### src/rtl/multi_channel_debouncer.sv
// ---------------------------------------------------------------------------
// multi_channel_debouncer
//
// Purpose:
//   Debounces N_CH independent raw pad inputs such as buttons and switches.
//   Each channel has three parts:
//     - a 2-FF synchroniser,
//     - a private stability counter,
//     - a registered clean level.
//   A shared tick input acts as the count enable. Slowing the tick stretches
//   the debounce window without widening the counters.
//
// Parameters:
//   N_CH      number of independent channels (>= 1)
//   N_MAX     consecutive stable ticks needed to accept a new level (>= 2)
//   INIT_LVL  reset level of the synchroniser stages and dout (all channels)
//
// Ports:
//   clk            in   1     system clock; all state changes on the rising edge
//   rst_a_n        in   1     asynchronous reset, active-low
//   tick           in   1     count enable; tie high to count every cycle
//   din            in   N_CH  raw asynchronous inputs
//   dout           out  N_CH  debounced levels
//   rise           out  N_CH  1-cycle pulse when dout goes 0->1
//   fall           out  N_CH  1-cycle pulse when dout goes 1->0
//   counter_match  out  1     1-cycle pulse when any channel accepts a level
//
// Configuration:
//   DEBOUNCE_EDGE_PULSE_EN
//     - Defined: rise and fall are registered edge pulses.
//     - Undefined: rise and fall are tied to 0 and no edge flops are built.
// ---------------------------------------------------------------------------
module multi_channel_debouncer #(
  parameter int   N_CH     = 4,
  parameter int   N_MAX    = 5000,
  parameter logic INIT_LVL = 1'b0
) (
  input  logic            clk,
  input  logic            rst_a_n,
  input  logic            tick,
  input  logic [N_CH-1:0] din,
  output logic [N_CH-1:0] dout,
  output logic [N_CH-1:0] rise,
  output logic [N_CH-1:0] fall,
  output logic            counter_match
);

  // The counter runs 0..N_MAX-1, so ceil(log2(N_MAX)) bits suffice.
  // The width never drops below one bit.
  localparam int            CW       = (N_MAX > 2) ? $clog2(N_MAX) : 1;
  localparam logic [CW-1:0] CNT_LAST = CW'(N_MAX - 1);

  logic [N_CH-1:0] r_sync1;
  logic [N_CH-1:0] r_sync2;
  logic [N_CH-1:0] r_dout;
  logic            r_match;
  logic [N_CH-1:0] w_mismatch;
  logic [N_CH-1:0] w_accept;

  // Two-stage synchroniser for the raw pad inputs.
  // Only the second stage is allowed to influence the counters.
  always_ff @(posedge clk or negedge rst_a_n) begin
    if (!rst_a_n) begin
      r_sync1 <= {N_CH{INIT_LVL}};
      r_sync2 <= {N_CH{INIT_LVL}};
    end else begin
      r_sync1 <= din;
      r_sync2 <= r_sync1;
    end
  end

  // Each channel has its own stability counter.
  //
  // When the synchronised input matches the clean level, the count is
  // cleared, even if tick is low. This means any glitch restarts the window.
  //
  // When the input differs, the counter advances only on ticks.
  // When the count reaches N_MAX-1 on a tick, the channel accepts the new
  // level and the counter returns to zero. It therefore never wraps.
  for (genvar g = 0; g < N_CH; g++) begin : g_ch
    logic [CW-1:0] r_cnt;

    assign w_mismatch[g] = r_sync2[g] ^ r_dout[g];
    assign w_accept[g]   = w_mismatch[g] & tick & (r_cnt == CNT_LAST);

    always_ff @(posedge clk or negedge rst_a_n) begin
      if (!rst_a_n) begin
        r_cnt <= '0;
      end else if (!w_mismatch[g]) begin
        r_cnt <= '0;
      end else if (tick) begin
        if (r_cnt == CNT_LAST) begin
          r_cnt <= '0;
        end else begin
          r_cnt <= r_cnt + CW'(1);
        end
      end
    end
  end

  // The clean level takes the synchronised value on channels that accept.
  // The match pulse is the OR over all channels. It is therefore a single
  // pulse even when several channels accept on the same edge.
  always_ff @(posedge clk or negedge rst_a_n) begin
    if (!rst_a_n) begin
      r_dout  <= {N_CH{INIT_LVL}};
      r_match <= 1'b0;
    end else begin
      r_dout  <= (r_dout & ~w_accept) | (r_sync2 & w_accept);
      r_match <= |w_accept;
    end
  end

  assign dout          = r_dout;
  assign counter_match = r_match;

`ifdef DEBOUNCE_EDGE_PULSE_EN
  logic [N_CH-1:0] r_rise;
  logic [N_CH-1:0] r_fall;

  // Edge pulses are registered alongside dout, so they line up with the
  // level change. The direction comes from the value being accepted.
  always_ff @(posedge clk or negedge rst_a_n) begin
    if (!rst_a_n) begin
      r_rise <= '0;
      r_fall <= '0;
    end else begin
      r_rise <= w_accept & r_sync2;
      r_fall <= w_accept & ~r_sync2;
    end
  end

  assign rise = r_rise;
  assign fall = r_fall;
`else
  assign rise = '0;
  assign fall = '0;
`endif

endmodule

### config.mk
export PLATFORM = sky130hd
export DESIGN_NAME = multi_channel_debouncer
export DESIGN_NICKNAME = d
export VERILOG_FILES = /design/src/rtl/multi_channel_debouncer.sv
export SDC_FILE = /design/constraint.sdc
export NUM_CORES = 1
export LEC_CHECK = 0
export ABC_AREA = 1
export CORE_ASPECT_RATIO = 1.5
export CORE_MARGIN = 4
export CORE_UTILIZATION = 64
export DETAILED_ROUTE_END_ITERATION = 8
export GPL_TIMING_DRIVEN = 0
export PLACE_DENSITY = 0.89
export SLEW_MARGIN = 5
export SYNTH_ARGS = -nofsm -noshare
export SYNTH_HDL_FRONTEND = slang
export SYNTH_SLANG_ARGS = --single-unit
### constraint.sdc
create_clock -name clk -period 2.4 [get_ports clk]
set_input_delay 0.72 -clock clk [delete_from_list [all_inputs] [get_ports clk]]
set_output_delay 0.72 -clock clk [all_outputs]
set_load 0.01 [all_outputs]
Word level (Yosys, flattened, before mapping). Index checks and enable logic that the tools add are counted.

Memories kept: 0. Latch bits: 0. Output and inout port bits: 13. Bits in registers: 65. Bits in writable memories: 0. ROM bits: 0.

Shift operators: 0. Reductions and logical operators: 1. Add/sub/neg operators: 4. Mux-type cells: 12. $lt $le $gt $ge: 0. Equality and inequality tests: 8. Div/mod/pow operators: 0. Multipliers: 0. Bitwise logic cells: 16.

Operators with widths (count): $mux 13 (12); $add 13x1->13 const B (4); $eq 13x13->1 const B (4); $and 1x1->1 (8); $and 4x4->4 (2); $ne 2x2->1 const B (4); $not 4->4 (1); $or 4x4->4 (1); $reduce_or 4->1 (1); $xor 1x1->1 (4).

Longest topological paths before layout.
Depth in word-level cells: 6. Gate-level depth with buffers: 9.

Worst setup path before layout. Ideal clock, no wire load.

Path type: register to register. From: reg g_ch[3].r_cnt[0]. To: reg g_ch[3].r_cnt[12]. Required time: 2.278 ns. Library setup time: 0.122 ns. Stages on the path, launching flop included: 8. Period minus slack after synthesis: 1.447 ns. Setup slack: 0.953 ns. Arrival: 1.325 ns. Cell sequence: dfrtp_1 -> ha_1 -> nand2_1 -> nor2_2 -> nand2_1 -> nor2_1 -> or2_2 -> a21boi_2.

Word-level cells in the longest chain between the ends: 4. Elaborated cells on any way between the ends: 5.

Ends and longest elaborated chain: start: declaration (line 81) `logic [CW-1:0] r_cnt;`; start signal: assignment (line 95) `r_cnt <= r_cnt + CW'(1);`; $add 13x1->13 or $eq 13x13->1 (tied branches) (line 95, 92); $mux 13 (*) (line 92) `if (r_cnt == CNT_LAST) begin`; $mux 13 (*) (line 91) `end else if (tick) begin`; $mux 13 (*) (line 89) `end else if (!w_mismatch[g]) begin`.

Mark *: on every way between the ends. The rest lies on a longest branch, timed or not. The select of a mux whose other input is x is not followed. A chain may end at the register's enable or synchronous reset.

==> flow_metrics.py <==
metrics = {
    "worst_hold_path": {
        "hold_path_depth": 0,
        "holdCritStartpoint": "r_sync1[3]",
        "hold_end": "r_sync2[3]",
        "hp-class": "register to register",
    },
    "worst_setup_path": {
        "startpoint_type": "register",
        "rrSetupSlack_ns": 0.75,
        "crit_family": "buffers and inverters",
        "critical_path_class": "register to primary output",
        "path_depth": 1,
        "slowest_delay_ns": 0.56,
        "required_ns": 1.68,
        "endpoint_kind": "primary output",
        "r2r_start": "g_ch[0].r_cnt[0]",
        "crit_arrival_ns": 1.32,
        "slowest_stage": "clkdlybuf4s50_1",
        "path_max_fanout": 3,
        "r2r_cells": 8,
        "cp_cell_sequence": "clkdlybuf4s50_1",
        "cp.buffers_inverters": 1,
        "r2r_end": "g_ch[0].r_cnt[1]",
    },
    "placed_design": {
        "pre_cts_slack_ns": 0.173,
        "dp_hpwl_um": 5320,
        "place_congestion": 0.902,
        "numPortBuffers": 11,
    },
    "power_and_ir_drop": {
        "ir_worst_vdd_mv": 0.470,
        "powerDensity_nw_per_um2": 535,
        "p_leak_nw": 1.76,
    },
    "floorplan": {
        "die_x_um": 69.7,
        "die_y_um": 101,
        "initial_core_util_pct": 66.6,
        "num_rows": 33,
        "ios": 20,
        "fp.coreArea_um2": 5490,
        "die_area_um2": 7010,
    },
    "finish": {
        "final_cell_mix": "138 x nand2_1, 65 x dfrtp_1, 45 x inv_1, 45 x nor2_1, 42 x nand3_1",
        "fin_nets": 514,
        "area_growth_pct": 11.2,
        "final_common_cell": "nand2_1",
        "fin_util_pct": 74.1,
        "fillers": 397,
        "antenna_cells": 0,
        "drive_gt1_share_pct": 10.8,
    },
    "routing": {
        "viasPerCell": 5.60,
        "ant_nets": 0,
        "drt_iter0_drc": 248,
        "drt_pass1_iterations": 5,
        "route.detailed.drc": 0,
        "drt-wirelength-per-cell_um": 13.6,
        "wl_um": 7840,
        "vias": 3234,
    },
    "global_route": {
        "grt_max_degree": 66,
        "antenna_found_initial": 0,
        "grt_pass1_wl_um": 13800,
        "grt_pass1_vias": 3208,
        "overflow": 0,
        "track_usage_pct": 24.2,
    },
    "clock_network": {
        "cts_resized": 0,
        "cts_root_buf": "clkbuf_8",
        "htree_levels": 3,
        "numCtsBuffers": 9,
        "clk_latency_ns": 0.34,
        "post_cts_buffers": 0,
        "clk_path_buf_depth": 2,
        "clkSlewWorstSetupHoldPaths_ns": 0.07,
        "cts_tree": "done",
        "ctsHoldBuffers": 0,
        "cts_num_sinks": 65,
    },
    "synth": {
        "synth_area_per_cell_um2": 7.72,
        "syn_area_um2": 3660,
        "syn_inst": 474,
        "synth_seq_cells": 65,
        "ys_types": 33,
        "yosysWarnings": 0,
        "seq_area_frac_synth_pct": 44.5,
    },
    "run": {
        "cap_violations": 0,
    },
    "timing": {
        "setup_viol": 0,
        "layout_worst_path_cycle_share_pct": 85.1,
        "finClkSkew_ns": 0.00962,
        "fin_crit_ns": 2.04,
        "hold_slack_ns": 0.351,
        "fin_tns_setup_ns": 0,
        "max_freq_ghz": 0.490,
        "slew_violations": 0,
        "worst_pin_slew_ns": 0.810,
        "hold_viol_final": 0,
        "timing.final.ws_setup_ns": 0.358,
        "relSlewSlack_pct": 46.0,
        "rsz0062_at_grt": "no",
    },
    "status": {
        "status": "complete, no violations",
    },
}
logic make-up after synthesis:
| kind of cell | after synthesis | synth area share (%) |
|---|---|---|
| buffers and inverters | 60 | 7.25 |
| AOI/OAI and AO/OA | 58 | 9.47 |
| adders and majority gates | 4 | 1.37 |
| other | 1 | 0.103 |
| xor gates and xnor gates | 15 | 3.59 |
| and+or+nand+nor | 271 | 33.8 |
| DFF | 65 | 44.5 |
cells in the mapped netlist, drive strengths merged:
| cell | count | area share (%) |
|---|---|---|
| a21boi | 2 | 0.62 |
| a21oi | 3 | 0.51 |
| buf | 8 | 1.6 |
| conb | 1 | 0.10 |
| dfrtp | 65 | 44 |
| ha | 4 | 1.4 |
| inv | 52 | 5.6 |
| nand2 | 144 | 16 |
| nand3 | 42 | 5.7 |
| nand3b | 2 | 0.41 |
| nand4 | 12 | 2.1 |
| nor2 | 56 | 7.5 |
| nor3 | 10 | 1.6 |
| o21ai | 31 | 4.3 |
| o21bai | 5 | 1.0 |
| o22ai | 16 | 2.7 |
| o41ai | 1 | 0.24 |
| or2 | 5 | 0.86 |
| xnor2 | 4 | 0.96 |
| xor2 | 11 | 2.6 |
metal layers:
layer / vias to the layer above / share of wire (%) / GRT usage (%)
li1: 1590 / - / -
met1: 1507 / 40 / 28.2
met2: 123 / 52 / 43.3
met3: 14 / 6.0 / 5.49
met4: 0 / 1.8 / 9.44
met5: - / 0 / 0
registers in the layout (all words and copies together), names as in the netlist, named ones only:
register       flops
g_ch.r_cnt        52
r_sync1            4
r_sync2            4
counter_match      1
worst max path at each step:
stage / start / to / slack, ns
detailed placement: tick / g_ch[2].r_cnt[0] / 0.17
floorplan: g_ch[3].r_cnt[0] / g_ch[3].r_cnt[12] / 0.95
CTS: register / dout[1] / 0.36
global route: register / dout[3] / 0.33
finish: register / dout[1] / 0.36
global placement: rst_a_n / g_ch[0].r_cnt[11] / -1.43
power breakdown:
part / internal, mW / switching [mW] / leakage [nW] / total [mW]
registers: 1.11 / 0.0167 / 0.884 / 1.13
logic: 0.0412 / 0.0897 / 0.780 / 0.131
clock network: 0.506 / 0.409 / 0.0974 / 0.915
through the flow:
| step | cells | cell area (um2) | power [mW] |
|---|---|---|---|
| after detailed placement | 562 | 3880 | 1.28 |
| after global placement | 562 | 3880 | 1.27 |
| after CTS | 578 | 4070 | 2.19 |
| after global routing | 578 | 4070 | 2.26 |
| final | 578 | 4070 | 2.18 |
| after floorplan | 481 | 3680 | 1.23 |
layout make-up:
type / instances / area [um2] / area share [%]
multi-input cells: 356 / 1790 / 44.1
flip-flops and latches: 65 / 1630 / 40.0
inverters: 52 / 205 / 5.04
clock buffers: 13 / 149 / 3.66
repair buffers: 11 / 108 / 2.64
well taps: 70 / 87.6 / 2.15
plain buffers: 8 / 60.1 / 1.48
clock inverters: 3 / 40.0 / 0.984
No activity file was read; power rests on OpenSTA's default activity.
